[src/rtl/alu_muldiv.sv]
// Iterative RV32M multiply/divide unit: radix-2 shift-add multiplier and restoring
// divider on operand magnitudes, with a start/ready/done handshake.

module alu_muldiv_step #(
  parameter int W = 32
) (
  input  logic           is_div,
  input  logic [2*W-1:0] acc,
  input  logic [W-1:0]   opnd,
  output logic [2*W-1:0] nxt
);
  logic [W:0] sum;
  logic [W:0] rem_sh;
  logic [W:0] diff;

  // Multiply: acc = {partial_hi, multiplier}; divide: acc = {remainder, dividend/quotient}.
  always_comb begin
    sum    = {1'b0, acc[2*W-1:W]} + (acc[0] ? {1'b0, opnd} : '0);
    rem_sh = {acc[2*W-1:W], acc[W-1]};
    diff   = rem_sh - {1'b0, opnd};
    if (is_div)
      nxt = diff[W] ? {rem_sh[W-1:0], acc[W-2:0], 1'b0}
                    : {diff[W-1:0],   acc[W-2:0], 1'b1};
    else
      nxt = {sum, acc[W-1:1]};
  end
endmodule

module alu_muldiv #(
  parameter int DATA_WIDTH    = 32,
  parameter int OPCODE_LENGTH = 3
) (
  input  logic                     clk,
  input  logic                     reset_n,
  input  logic                     flush,
  input  logic                     start,
  input  logic [OPCODE_LENGTH-1:0] Operation,
  input  logic [DATA_WIDTH-1:0]    SrcA,
  input  logic [DATA_WIDTH-1:0]    SrcB,
  output logic                     ready,
  output logic                     busy,
  output logic                     done,
  output logic [DATA_WIDTH-1:0]    ALUResult
);
  localparam int W  = DATA_WIDTH;
  localparam int CW = $clog2(W);
  localparam logic [CW-1:0] CNT_LAST = CW'(W - 1);
  localparam logic [W-1:0]  MIN      = {1'b1, {(W-1){1'b0}}};

  localparam logic [1:0] S_IDLE   = 2'd0;
  localparam logic [1:0] S_RUN    = 2'd1;
  localparam logic [1:0] S_FINISH = 2'd2;
  localparam logic [1:0] S_DONE   = 2'd3;

  logic [1:0]               state;
  logic [OPCODE_LENGTH-1:0] op_q;
  logic [W-1:0]             a_q;
  logic [W-1:0]             opnd;
  logic [2*W-1:0]           acc;
  logic [2*W-1:0]           acc_nxt;
  logic [CW-1:0]            cnt;
  logic                     neg_q, rneg_q, divz_q, ovf_q;

  // Input decode for the accept cycle
  logic         dec_div, a_sgn, b_sgn, a_neg, b_neg, b_zero, dec_ovf;
  logic [W-1:0] a_mag, b_mag;

  always_comb begin
    dec_div = Operation[2];
    a_sgn   = dec_div ? ~Operation[0] : (Operation[1:0] == 2'b01 || Operation[1:0] == 2'b10);
    b_sgn   = dec_div ? ~Operation[0] : (Operation[1:0] == 2'b01);
    a_neg   = a_sgn & SrcA[W-1];
    b_neg   = b_sgn & SrcB[W-1];
    a_mag   = a_neg ? -SrcA : SrcA;
    b_mag   = b_neg ? -SrcB : SrcB;
    b_zero  = (SrcB == '0);
    dec_ovf = dec_div & ~Operation[0] & (SrcA == MIN) & (SrcB == '1);
  end

  alu_muldiv_step #(.W(W)) u_step (
    .is_div (op_q[2]),
    .acc    (acc),
    .opnd   (opnd),
    .nxt    (acc_nxt)
  );

  // Sign correction and result selection, registered in FINISH
  logic [2*W-1:0] prod;
  logic [W-1:0]   quo, rem, res;

  always_comb begin
    prod = neg_q  ? -acc : acc;
    quo  = neg_q  ? -acc[W-1:0] : acc[W-1:0];
    rem  = rneg_q ? -acc[2*W-1:W] : acc[2*W-1:W];
    if (!op_q[2])
      res = (op_q[1:0] == 2'b00) ? prod[W-1:0] : prod[2*W-1:W];
    else if (divz_q)
      res = op_q[1] ? a_q : '1;
    else if (ovf_q)
      res = op_q[1] ? '0 : MIN;
    else
      res = op_q[1] ? rem : quo;
  end

  always_ff @(posedge clk or negedge reset_n) begin
    if (!reset_n) begin
      state     <= S_IDLE;
      op_q      <= '0;
      a_q       <= '0;
      opnd      <= '0;
      acc       <= '0;
      cnt       <= '0;
      neg_q     <= 1'b0;
      rneg_q    <= 1'b0;
      divz_q    <= 1'b0;
      ovf_q     <= 1'b0;
      ALUResult <= '0;
    end else begin
      case (state)
        S_IDLE: if (start && !flush) begin
          op_q   <= Operation;
          a_q    <= SrcA;
          opnd   <= dec_div ? b_mag : a_mag;
          acc    <= {{W{1'b0}}, dec_div ? a_mag : b_mag};
          neg_q  <= a_neg ^ b_neg;
          rneg_q <= a_neg;
          divz_q <= dec_div & b_zero;
          ovf_q  <= dec_ovf;
          cnt    <= '0;
          state  <= (dec_div && (b_zero || dec_ovf)) ? S_FINISH : S_RUN;
        end
        S_RUN: begin
          if (flush) state <= S_IDLE;
          else begin
            acc <= acc_nxt;
            cnt <= cnt + CW'(1);
            if (cnt == CNT_LAST) state <= S_FINISH;
          end
        end
        S_FINISH: begin
          if (flush) state <= S_IDLE;
          else begin
            ALUResult <= res;
            state     <= S_DONE;
          end
        end
        default: state <= S_IDLE;
      endcase
    end
  end

  assign ready = (state == S_IDLE);
  assign busy  = (state == S_RUN) || (state == S_FINISH);
  assign done  = (state == S_DONE);
endmodule

[config.mk]
export PLATFORM = sky130hd
export DESIGN_NAME = alu_muldiv
export DESIGN_NICKNAME = d
export VERILOG_FILES = /design/src/rtl/alu_muldiv.sv
export SDC_FILE = /design/constraint.sdc
export NUM_CORES = 1
export LEC_CHECK = 0
export BUFFER_PORTS_ARGS = -buffer_cell sky130_fd_sc_hd__buf_2
export CAP_MARGIN = 20
export CORE_ASPECT_RATIO = 0.9
export CORE_MARGIN = 4
export CORE_UTILIZATION = 48
export DETAILED_ROUTE_END_ITERATION = 12
export GPL_ROUTABILITY_DRIVEN = 0
export PLACE_DENSITY = 0.73
export SYNTH_ARGS = -nofsm -noshare
export SYNTH_HDL_FRONTEND = slang
export SYNTH_SLANG_ARGS = --single-unit
[constraint.sdc]
create_clock -name clk -period 7.6 [get_ports clk]
set_input_delay 1.52 -clock clk [delete_from_list [all_inputs] [get_ports clk]]
set_output_delay 1.52 -clock clk [all_outputs]
set_load 0.005 [all_outputs]
==> results.sh <==
export IMPL_run_status="complete, no violations"
export IMPL_cts_buffers=17
export IMPL_postCtsSetupBuffers=0
export IMPL_ant_nets=0
export IMPL_swShare=0.5339
export IMPL_synth_warnings=0
export IMPL_synth_async_sr_flop_share=1.000
export IMPL_route_detailed_wl_per_inst_microns=23.33
export IMPL_whs_ns=0.4715
export IMPL_fill_cells=3257
export IMPL_clk_latency_ns=0.46
export IMPL_clock_sinks=174
export IMPL_area_growth_pct=8.181
export IMPL_cp_max_fo=32
export IMPL_highest_layer="met5"
export IMPL_ys_seq_area_frac=0.2641
export IMPL_drt_met1_wl_mm=25.02
export IMPL_power_density_mw_per_mm2=461.8
export IMPL_antenna_found_initial=1
export IMPL_yosysTopAreaCell="dfrtp_1"
export IMPL_htreeDepth=4
export IMPL_via_per_inst=6.599
export IMPL_min_period_over_period=0.5719
export IMPL_relSlewSlack=0.2051
export IMPL_drv_slew=0
export IMPL_final_util=0.5253
export IMPL_wl_mm=61.96
export IMPL_met2RoutedLength_mm=25.11
export IMPL_syn_area_sq_mm=0.01649
export IMPL_cts_buffer_depth=2
export IMPL_grt_max_degree=120
export IMPL_syn_nets=2336
export IMPL_synthTopCellsByArea="dfrtp_1 (26%), nand2_1 (6.8%), ha_1 (5.8%)"
export IMPL_fmax_ghz=0.2301
export IMPL_critical_path_class="flip-flop to flip-flop"
export IMPL_drive_above_1_share=0.09572
export IMPL_dp_worst_setup_slack_ns=3.122
export IMPL_combPwrFrac=0.644
export IMPL_p_int_mw=3.839
export IMPL_regArea_sq_mm=0.004357
export IMPL_clk_pin_slew_ns=0.08
export IMPL_drv_cap=0
export IMPL_drt_pass1_iter_count=11
export IMPL_row_count=64
export IMPL_ys_seq_elements=174
export IMPL_hold_path_class="flip-flop to flip-flop"
export IMPL_leakage_nw=7.759
export IMPL_layout_setup_ws_ns=3.253
export IMPL_setup_tns_ns=0
export IMPL_ys_flop_type="dfrtp_1"
export IMPL_grt_usage=0.3202
export IMPL_die_y_microns=183.8
export IMPL_drcViolationCount=0
export IMPL_clockRootBuffer="clkbuf_16"
export IMPL_cp_data_required_time_ns=7.94
export IMPL_start_util=0.4856
export IMPL_nets=2330
export IMPL_die_area_sq_mm=0.03738
export IMPL_ys_types=83
export IMPL_avgSynthCellArea_sq_um=7.539
export IMPL_clockPowerShare=0.112
export IMPL_switchingPower_mw=4.398
export IMPL_critPathArrivalTime_ns=4.68
export IMPL_met3WireLength_mm=8.624
export IMPL_fin_worst_skew_ns=0.02334
export IMPL_ctsResizeCount=0
export IMPL_grt_pass1_wl_mm=94.20
export IMPL_drtIter0Drc=2634
export IMPL_hold_viol=0
export IMPL_setup_viol=0
export IMPL_numPortBuffers=105
export IMPL_rsz0062_at_grt="no"
export IMPL_peakVddDrop_v=0.0001927
export IMPL_total_power_mw=8.237
export IMPL_yosysTopAreaCellShare=0.2641
export IMPL_multi_input_area_sq_mm=0.01131
export IMPL_synthCells=2187
export IMPL_synth_edf_count=0
export IMPL_diodes=0
export IMPL_cts_hold_buf=0
export IMPL_core_area_sq_mm=0.03395
export IMPL_end_kind="flip-flop"
export IMPL_vias=17530
export IMPL_grt_pass1_vias=16130
export IMPL_worstSetupStartpointType="flip-flop"
export IMPL_hpwl_mm=46.14
export IMPL_seqPwrFrac=0.244
export IMPL_gr_total_overflow=0
export IMPL_min_period_ns=4.347
export IMPL_cts_tree="done"
export IMPL_io_pins=106
export IMPL_tightest_slew_ns=1.183
export IMPL_die_w_microns=203.4
==> layer usage <==
layer | vias to the layer above | global-route usage
met3 | 254 | 0.1053
met1 | 8166 | 0.4440
li1 | 7822 | -
met4 | 2 | 0.1365
met5 | - | 0
met2 | 1282 | 0.4586
==> cell families (layout without fill, tap and decap cells) <==
logic type / after synthesis / count (layout) / share of synthesized area
compound gates: 686 / 686 / 0.2659
xor+xnor: 199 / 199 / 0.1057
fa+ha+maj: 78 / 78 / 0.06010
buf+inv: 216 / 223 / 0.05077
flops: 174 / 174 / 0.2641
mux: 70 / 70 / 0.04402
simple gates: 764 / 764 / 0.2094
==> Yosys cell counts, types with 8 or more instances <==
cell,number
ha_1,76
buf_2,9
a21oi_1,169
o21ai_1,49
a31oi_1,21
nand2b_1,17
inv_1,62
a22oi_1,15
nor3_1,44
nand3_1,31
o31ai_1,35
o21ai_0,153
xnor2_1,101
xor2_1,98
nand2_1,299
o21a_1,13
nand4_1,26
nor2b_1,20
and2_1,15
dfrtp_1,174
nor2_1,232
a211o_1,9
a211oi_1,34
o211ai_1,29
o221ai_1,8
or3_1,16
or4_1,11
nor4_1,14
o22ai_1,12
a21o_1,43
buf_1,11
and3_1,10
o41ai_1,11
mux2_2,19
clkbuf_1,130
mux2i_1,50
==> stage by stage <==
stage | cell area, sq um | std cells
global placement | 17170 | 2621
CTS | 17780 | 2654
finish | 17840 | 2656
floorplan | 16490 | 2187
global route | 17840 | 2656
detailed placement | 17180 | 2622
==> power groups by stage <==
stage	sequential [mW]	clock, mW	combinational [mW]
after detailed placement	2.00	0	5.04
after global routing	2.03	0.961	5.71
after floorplan	1.61	0	3.94
after global placement	1.98	0	4.93
final	2.01	0.925	5.30
after CTS	1.98	0.926	5.09
==> registers in the layout, indices dropped and copies added (netlist names) <==
| name | flops |
|---|---|
| acc | 64 |
| ALUResult | 32 |
| a_q | 32 |
| opnd | 32 |
| cnt | 5 |
| op_q | 3 |
| state | 2 |
| divz_q | 1 |
| neg_q | 1 |
| ovf_q | 1 |
| rneg_q | 1 |
==> path summary, 6_finish.rpt <==
path	start	endpoint	slack [ns]	cells after the start
min in group asynchronous	reset_n	a_q[12]$_DFFE_PN0P_	1.18	1
min reg2reg	a_q[20]$_DFFE_PN0P_	a_q[20]$_DFFE_PN0P_	0.47	2
max reg2reg	acc[31]$_DFFE_PN0P_	acc[55]$_DFFE_PN0P_	3.25	13
max in group asynchronous	reset_n	op_q[1]$_DFFE_PN0P_	5.11	3
max	acc[31]$_DFFE_PN0P_	acc[55]$_DFFE_PN0P_	3.25	13
min	a_q[20]$_DFFE_PN0P_	a_q[20]$_DFFE_PN0P_	0.47	2
==> cell type report <==
cell class	count	share of cell area
Tap cell	462	0.03241
Timing Repair Buffer	128	0.04209
Inverter	63	0.01326
Multi-Input combinational cell	1797	0.6343
Clock inverter	14	0.009611
Clock buffer	18	0.02406
Sequential cell	174	0.2443
==> cell usage in the layout (no fill, tap or decap), types with 17 or more instances in the layout <==
| cell type | n |
|---|---|
| o21ai_0 | 153 |
| dfrtp_1 | 172 |
| nand2_1 | 299 |
| inv_1 | 62 |
| nor2b_1 | 19 |
| xnor2_1 | 101 |
| ha_1 | 76 |
| nand2b_1 | 17 |
| o31ai_1 | 35 |
| a31oi_1 | 21 |
| a211oi_1 | 34 |
| buf_4 | 21 |
| nor3_1 | 43 |
| a21oi_1 | 168 |
| xor2_1 | 98 |
| mux2i_1 | 50 |
| nand3_1 | 31 |
| nand4_1 | 26 |
| o211ai_1 | 29 |
| mux2_2 | 19 |
| buf_2 | 103 |
| clkbuf_16 | 17 |
| nor2_1 | 230 |
| a21o_1 | 43 |
| o21ai_1 | 49 |
==> critical path: stages (launching register included) <==
cell      delay [ns]
dfrtp_1         0.46
inv_1           0.16
ha_1            0.23
fa_1            0.40
nand2b_1        0.19
a21oi_1         0.22
o21ai_1         0.14
a211oi_2        0.46
o21ai_1         0.24
a211oi_2        0.39
or3_1           0.17
buf_4           0.46
mux2_1          0.38
a221o_1         0.31
Power figures use the tool's default switching activity.
